===== src/rtl/hex_scroll_sched.sv =====
// hex_scroll_sched: message store, scroll position and refresh scheduler for one
// shared 7-segment decoder. Each scan presents four codes in turn on dec_code and
// latches the decoder's answer into the matching HEX digit register.
module hex_scroll_sched #(
    parameter int MSG_LEN  = 16,
    parameter int TICK_DIV = 25_000_000
) (
    input  logic       CLOCK_50,
    input  logic       RESET_N,
    input  logic [3:0] SW,
    input  logic       WR_EN,
    input  logic       RUN,
    input  logic       DIR,
    output logic [3:0] dec_code,
    input  logic [6:0] dec_seg,
    output logic [6:0] HEX3,
    output logic [6:0] HEX2,
    output logic [6:0] HEX1,
    output logic [6:0] HEX0,
    output logic       busy
);

    localparam int AW = $clog2(MSG_LEN);
    localparam int CW = $clog2(TICK_DIV);
    localparam logic [CW-1:0] TICK_LAST = CW'(TICK_DIV - 1);

    localparam logic [1:0] ST_IDLE  = 2'd0;
    localparam logic [1:0] ST_SET   = 2'd1;
    localparam logic [1:0] ST_LATCH = 2'd2;

    logic [3:0]    msg_r [MSG_LEN];
    logic [AW-1:0] wr_ptr_r;
    logic [AW-1:0] base_r;
    logic [CW-1:0] cnt_r;
    logic [1:0]    state_r;
    logic [1:0]    slot_r;
    logic [AW-1:0] scan_base_r;
    logic          pending_r;
    logic [3:0]    dec_code_r;
    logic [6:0]    hex3_r;
    logic [6:0]    hex2_r;
    logic [6:0]    hex1_r;
    logic [6:0]    hex0_r;
    logic          busy_r;

    logic          tick_s;
    logic          last_slot_s;
    logic          start_s;
    logic [AW-1:0] rd_idx_s;

    assign dec_code = dec_code_r;
    assign HEX3     = hex3_r;
    assign HEX2     = hex2_r;
    assign HEX1     = hex1_r;
    assign HEX0     = hex0_r;
    assign busy     = busy_r;

    // Scroll tick, scan-start decision and buffer read index for the current slot.
    always_comb begin
        tick_s      = 1'b0;
        start_s     = 1'b0;
        last_slot_s = (slot_r == 2'd3);
        rd_idx_s    = scan_base_r + AW'(slot_r);
        if (RUN && (cnt_r == TICK_LAST)) begin
            tick_s = 1'b1;
        end else begin
            tick_s = 1'b0;
        end
        // A new scan starts from IDLE, or back-to-back after the last latch.
        if (pending_r && ((state_r == ST_IDLE) || ((state_r == ST_LATCH) && last_slot_s))) begin
            start_s = 1'b1;
        end else begin
            start_s = 1'b0;
        end
    end

    // Message buffer and write pointer; writes are never stalled by the scan.
    always_ff @(posedge CLOCK_50) begin
        if (!RESET_N) begin
            for (int i = 0; i < MSG_LEN; i++) begin
                msg_r[i] <= 4'hF;
            end
            wr_ptr_r <= '0;
        end else if (WR_EN) begin
            msg_r[wr_ptr_r] <= SW;
            wr_ptr_r        <= wr_ptr_r + AW'(1'b1);
        end else begin
            wr_ptr_r <= wr_ptr_r;
        end
    end

    // Prescaler (frozen while RUN=0) and scroll position, both wrapping naturally.
    always_ff @(posedge CLOCK_50) begin
        if (!RESET_N) begin
            cnt_r  <= '0;
            base_r <= '0;
        end else if (tick_s) begin
            cnt_r  <= '0;
            base_r <= DIR ? (base_r - AW'(1'b1)) : (base_r + AW'(1'b1));
        end else if (RUN) begin
            cnt_r <= cnt_r + CW'(1'b1);
        end else begin
            cnt_r <= cnt_r;
        end
    end

    // Refresh request: a new request on the same edge as a scan start wins, so it is not lost.
    always_ff @(posedge CLOCK_50) begin
        if (!RESET_N) begin
            pending_r <= 1'b1;
        end else if (WR_EN || tick_s) begin
            pending_r <= 1'b1;
        end else if (start_s) begin
            pending_r <= 1'b0;
        end else begin
            pending_r <= pending_r;
        end
    end

    // Scan sequencer: present a code, then latch the decoded segments into its digit.
    always_ff @(posedge CLOCK_50) begin
        if (!RESET_N) begin
            state_r     <= ST_IDLE;
            slot_r      <= 2'd0;
            scan_base_r <= '0;
            dec_code_r  <= 4'hF;
            hex3_r      <= 7'h7F;
            hex2_r      <= 7'h7F;
            hex1_r      <= 7'h7F;
            hex0_r      <= 7'h7F;
            busy_r      <= 1'b0;
        end else begin
            case (state_r)
                ST_IDLE: begin
                    if (start_s) begin
                        state_r     <= ST_SET;
                        slot_r      <= 2'd0;
                        scan_base_r <= base_r;
                        busy_r      <= 1'b1;
                    end
                end
                ST_SET: begin
                    dec_code_r <= msg_r[rd_idx_s];
                    state_r    <= ST_LATCH;
                end
                ST_LATCH: begin
                    case (slot_r)
                        2'd0:    hex3_r <= dec_seg;
                        2'd1:    hex2_r <= dec_seg;
                        2'd2:    hex1_r <= dec_seg;
                        2'd3:    hex0_r <= dec_seg;
                        default: hex0_r <= hex0_r;
                    endcase
                    if (!last_slot_s) begin
                        slot_r  <= slot_r + 2'd1;
                        state_r <= ST_SET;
                    end else if (start_s) begin
                        // Snapshot the current position so the next frame is consistent.
                        slot_r      <= 2'd0;
                        scan_base_r <= base_r;
                        state_r     <= ST_SET;
                    end else begin
                        state_r <= ST_IDLE;
                        busy_r  <= 1'b0;
                    end
                end
                default: begin
                    state_r <= ST_IDLE;
                    slot_r  <= 2'd0;
                    busy_r  <= 1'b0;
                end
            endcase
        end
    end

endmodule


===== config.mk =====
export PLATFORM = sky130hd
export DESIGN_NAME = hex_scroll_sched
export DESIGN_NICKNAME = d
export VERILOG_FILES = /design/src/rtl/hex_scroll_sched.sv
export SDC_FILE = /design/constraint.sdc
export NUM_CORES = 1
export LEC_CHECK = 0
export CAP_MARGIN = 30
export CORE_UTILIZATION = 41
export DETAILED_ROUTE_END_ITERATION = 12
export GPL_TIMING_DRIVEN = 1
export PLACE_DENSITY = 0.65
export SYNTH_ARGS = -nofsm -noshare
export SYNTH_HDL_FRONTEND = slang
export SYNTH_SLANG_ARGS = --single-unit

===== constraint.sdc =====
create_clock -name CLOCK_50 -period 3.25 [get_ports CLOCK_50]
set_clock_uncertainty 0.05 [all_clocks]
set_input_delay 0.65 -clock CLOCK_50 [delete_from_list [all_inputs] [get_ports CLOCK_50]]
set_output_delay 0.65 -clock CLOCK_50 [all_outputs]
set_load 0.02 [all_outputs]

==> results.json <==
{
  "startpoint_type": "flip-flop",
  "synthArstFlopShare_pct": 0,
  "antenna_cells": 0,
  "post_drt_via_cell_ratio": 5.15,
  "track_usage_pct": 18.0,
  "nNetsFinal": 688,
  "tritoncts.num_buffers": 17,
  "multiInputGateArea_sq_mm": 0.00266,
  "p_leak_nw": 2.54,
  "clk_latency_ns": 0.42,
  "synth_area_leader_cell": "edfxtp_1",
  "hold_depth": 2,
  "wl_per_cell_um": 15.3,
  "ys_types": 46,
  "drtIter0Drc": 343,
  "synthDominantCellAreaShare_pct": 30.8,
  "clock-sinks": 139,
  "netlist_top_cells_count": "126 x nand2_1, 75 x dfxtp_1, 64 x edfxtp_1, 64 x or2_2, 46 x nand3_1",
  "place_hpwl_um": 9340,
  "crit_type": "reg2reg",
  "wirelength_um": 13100,
  "crit_path_max_fanout": 15,
  "placementRows": 44,
  "synth_area_sq_mm": 0.00624,
  "synth_edf_count": 64,
  "hold_ws_ns": 0.419,
  "period_share_pct": 80.5,
  "cap_violations": 0,
  "clk_pin_slew_worst_paths_ns": 0.06,
  "clock.fmax_mhz": 382,
  "cts_buffer_depth": 2,
  "dr.pass1.iters": 9,
  "regArea_sq_mm": 0.00342,
  "period_needed_ns": 2.62,
  "cts_tree": "built",
  "ant_nets": 0,
  "hp-class": "reg2reg",
  "post_cts.repair.setup_buffers": 0,
  "cp_data_required_time_ns": 3.47,
  "grt_pass1_wl_um": 22100,
  "outcome": "finished with violations",
  "timing.final.max_slew_violations": 0,
  "synth_seq_cells": 139,
  "r2r_cells": 7,
  "vias": 4396,
  "slew_headroom_pct": 47.3,
  "antenna_found_initial": 0,
  "synth.area.top_cells": "edfxtp_1 31%, dfxtp_1 24%, nand2_1 7.6%",
  "postSynthCellCount": 610,
  "ir_drop_v": 0.000367,
  "setup_viol": 0,
  "io_pins": 49,
  "gp_congestion": 0.805,
  "fin_area_sq_mm": 0.00745,
  "violations": "design-rule violations",
  "drive_gt1_share_pct": 18.1,
  "cp.arrival_ns": 2.84,
  "fillers": 1284,
  "dpl_cell_area_sq_mm": 0.00688,
  "die_x_um": 125,
  "port_buffers": 48,
  "synth_ff_type": "dfxtp_1",
  "synth.avg_cell_area_sq_um": 10.2,
  "root_buffer": "clkbuf_16",
  "ys_seq_area_share_pct": 54.9,
  "drc": 7,
  "area_growth_syn_to_layout_pct": 19.5,
  "hold_viol": 0,
  "tns_ns": 0,
  "yosys_warnings": 0,
  "power_density_mw_per_mm2": 526,
  "ctsHoldBuffers": 0,
  "gr-total-overflow": 0,
  "syn-num-nets": 641,
  "synth.most_common_cell": "nand2_1",
  "grt_max_degree": 48,
  "die_h_um": 125,
  "cts-htree-levels": 4,
  "grt_pass1_vias": 4552,
  "post_cts_resized": 0,
  "rsz0062_at_grt": "false",
  "start_util_pct": 42.4,
  "coreArea_sq_mm": 0.0147,
  "endpoint_kind": "flip-flop",
  "tightest_slew_ns": 0.785,
  "fp.dieArea_sq_mm": 0.0157
}
-- worst max-delay path: stages, from the launching register on --
cell and delay (ns):
dfxtp_1 0.36, ha_1 0.25, fa_1 0.48, buf_4 0.26, mux4_2 0.55, mux2_2 0.28, a22oi_1 0.15, nand3_1 0.09
-- cells in the final DEF (no fill, tap or decap), types with 7 or more instances in the layout --
cell type        synthesis  final
dfxtp_1                 75     75
nor2_1                  45     45
nor3_1                   9      9
a21oi_1                  8      8
nand3_1                 46     46
xnor2_1                 20     20
clkdlybuf4s50_1          0     47
or2_2                   64     64
clkbuf_16                0     18
inv_1                   12     12
mux2i_1                 14     14
mux4_2                   8      8
a22oi_1                  8      8
ha_1                    13     13
edfxtp_1                64     64
and2_1                   7      7
nand4_1                 11     11
xor2_1                  12     11
nand2_1                126    126
-- power breakdown --
part           switching, W  internal, W
registers         0.0000205      0.00185
logic              0.000137    0.0000833
clock network      0.000771      0.00106
-- stage by stage --
step           setup slack [ns]  cells  utilization [%]  power [W]
4_1_cts                   0.618    854             50.7    0.00395
3_3_place_gp              0.565    822             46.8    0.00212
6_report                  0.632    854             50.7    0.00392
2_1_floorplan             0.473    610                -    0.00203
3_5_place_dp              0.524    822             46.8    0.00213
5_1_grt                   0.477    854             50.7    0.00405
-- area by class of cell --
cell class	count	share of cell area, %
Inverter	13	0.655
Clock buffer	19	6.23
Sequential cell	139	45.9
Multi-Input combinational cell	433	35.8
Timing Repair Buffer	53	6.88
Tap cell	184	3.09
Clock inverter	13	1.44
-- registers in the layout (all words and copies together) (netlist names) --
name / flops
msg_r: 64
pending_r: 1
busy: 1
slot_r: 2
state_r: 2
wr_ptr_r: 4
base_r: 4
dec_code: 4
HEX3: 7
cnt_r: 25
scan_base_r: 4
HEX0: 7
HEX2: 7
HEX1: 7
-- final timing paths --
check	slack, ns	startpoint	endpoint
setup reg to reg	0.63	slot_r[0]	dec_code[3]
hold / removal	0.42	HEX0[6]	HEX0[6]
hold reg to reg	0.42	HEX0[6]	HEX0[6]
setup / recovery	0.63	slot_r[0]	dec_code[3]
-- cell families after synthesis --
family,count (synthesis),share of synthesized area [%]
and+or+nand+nor,337,26.7
DFF,139,54.9
buffers and inverters,38,2.53
xor gates and xnor gates,32,4.49
muxes,26,5.86
AOI/OAI and AO/OA,23,2.33
adders and majority gates,15,3.25
-- layer usage --
metal / GRT usage, % / wire length, um / share of wire [%] / vias up
met5: 0 / 0 / 0 / -
met4: 6.89 / 192 / 1.5 / 0
met3: 3.72 / 546 / 4.2 / 17
met2: 30.6 / 6350 / 48 / 97
met1: 22.4 / 6000 / 46 / 2103
li1: - / - / - / 2179
Note: power is estimated with default switching activity, not from simulation.
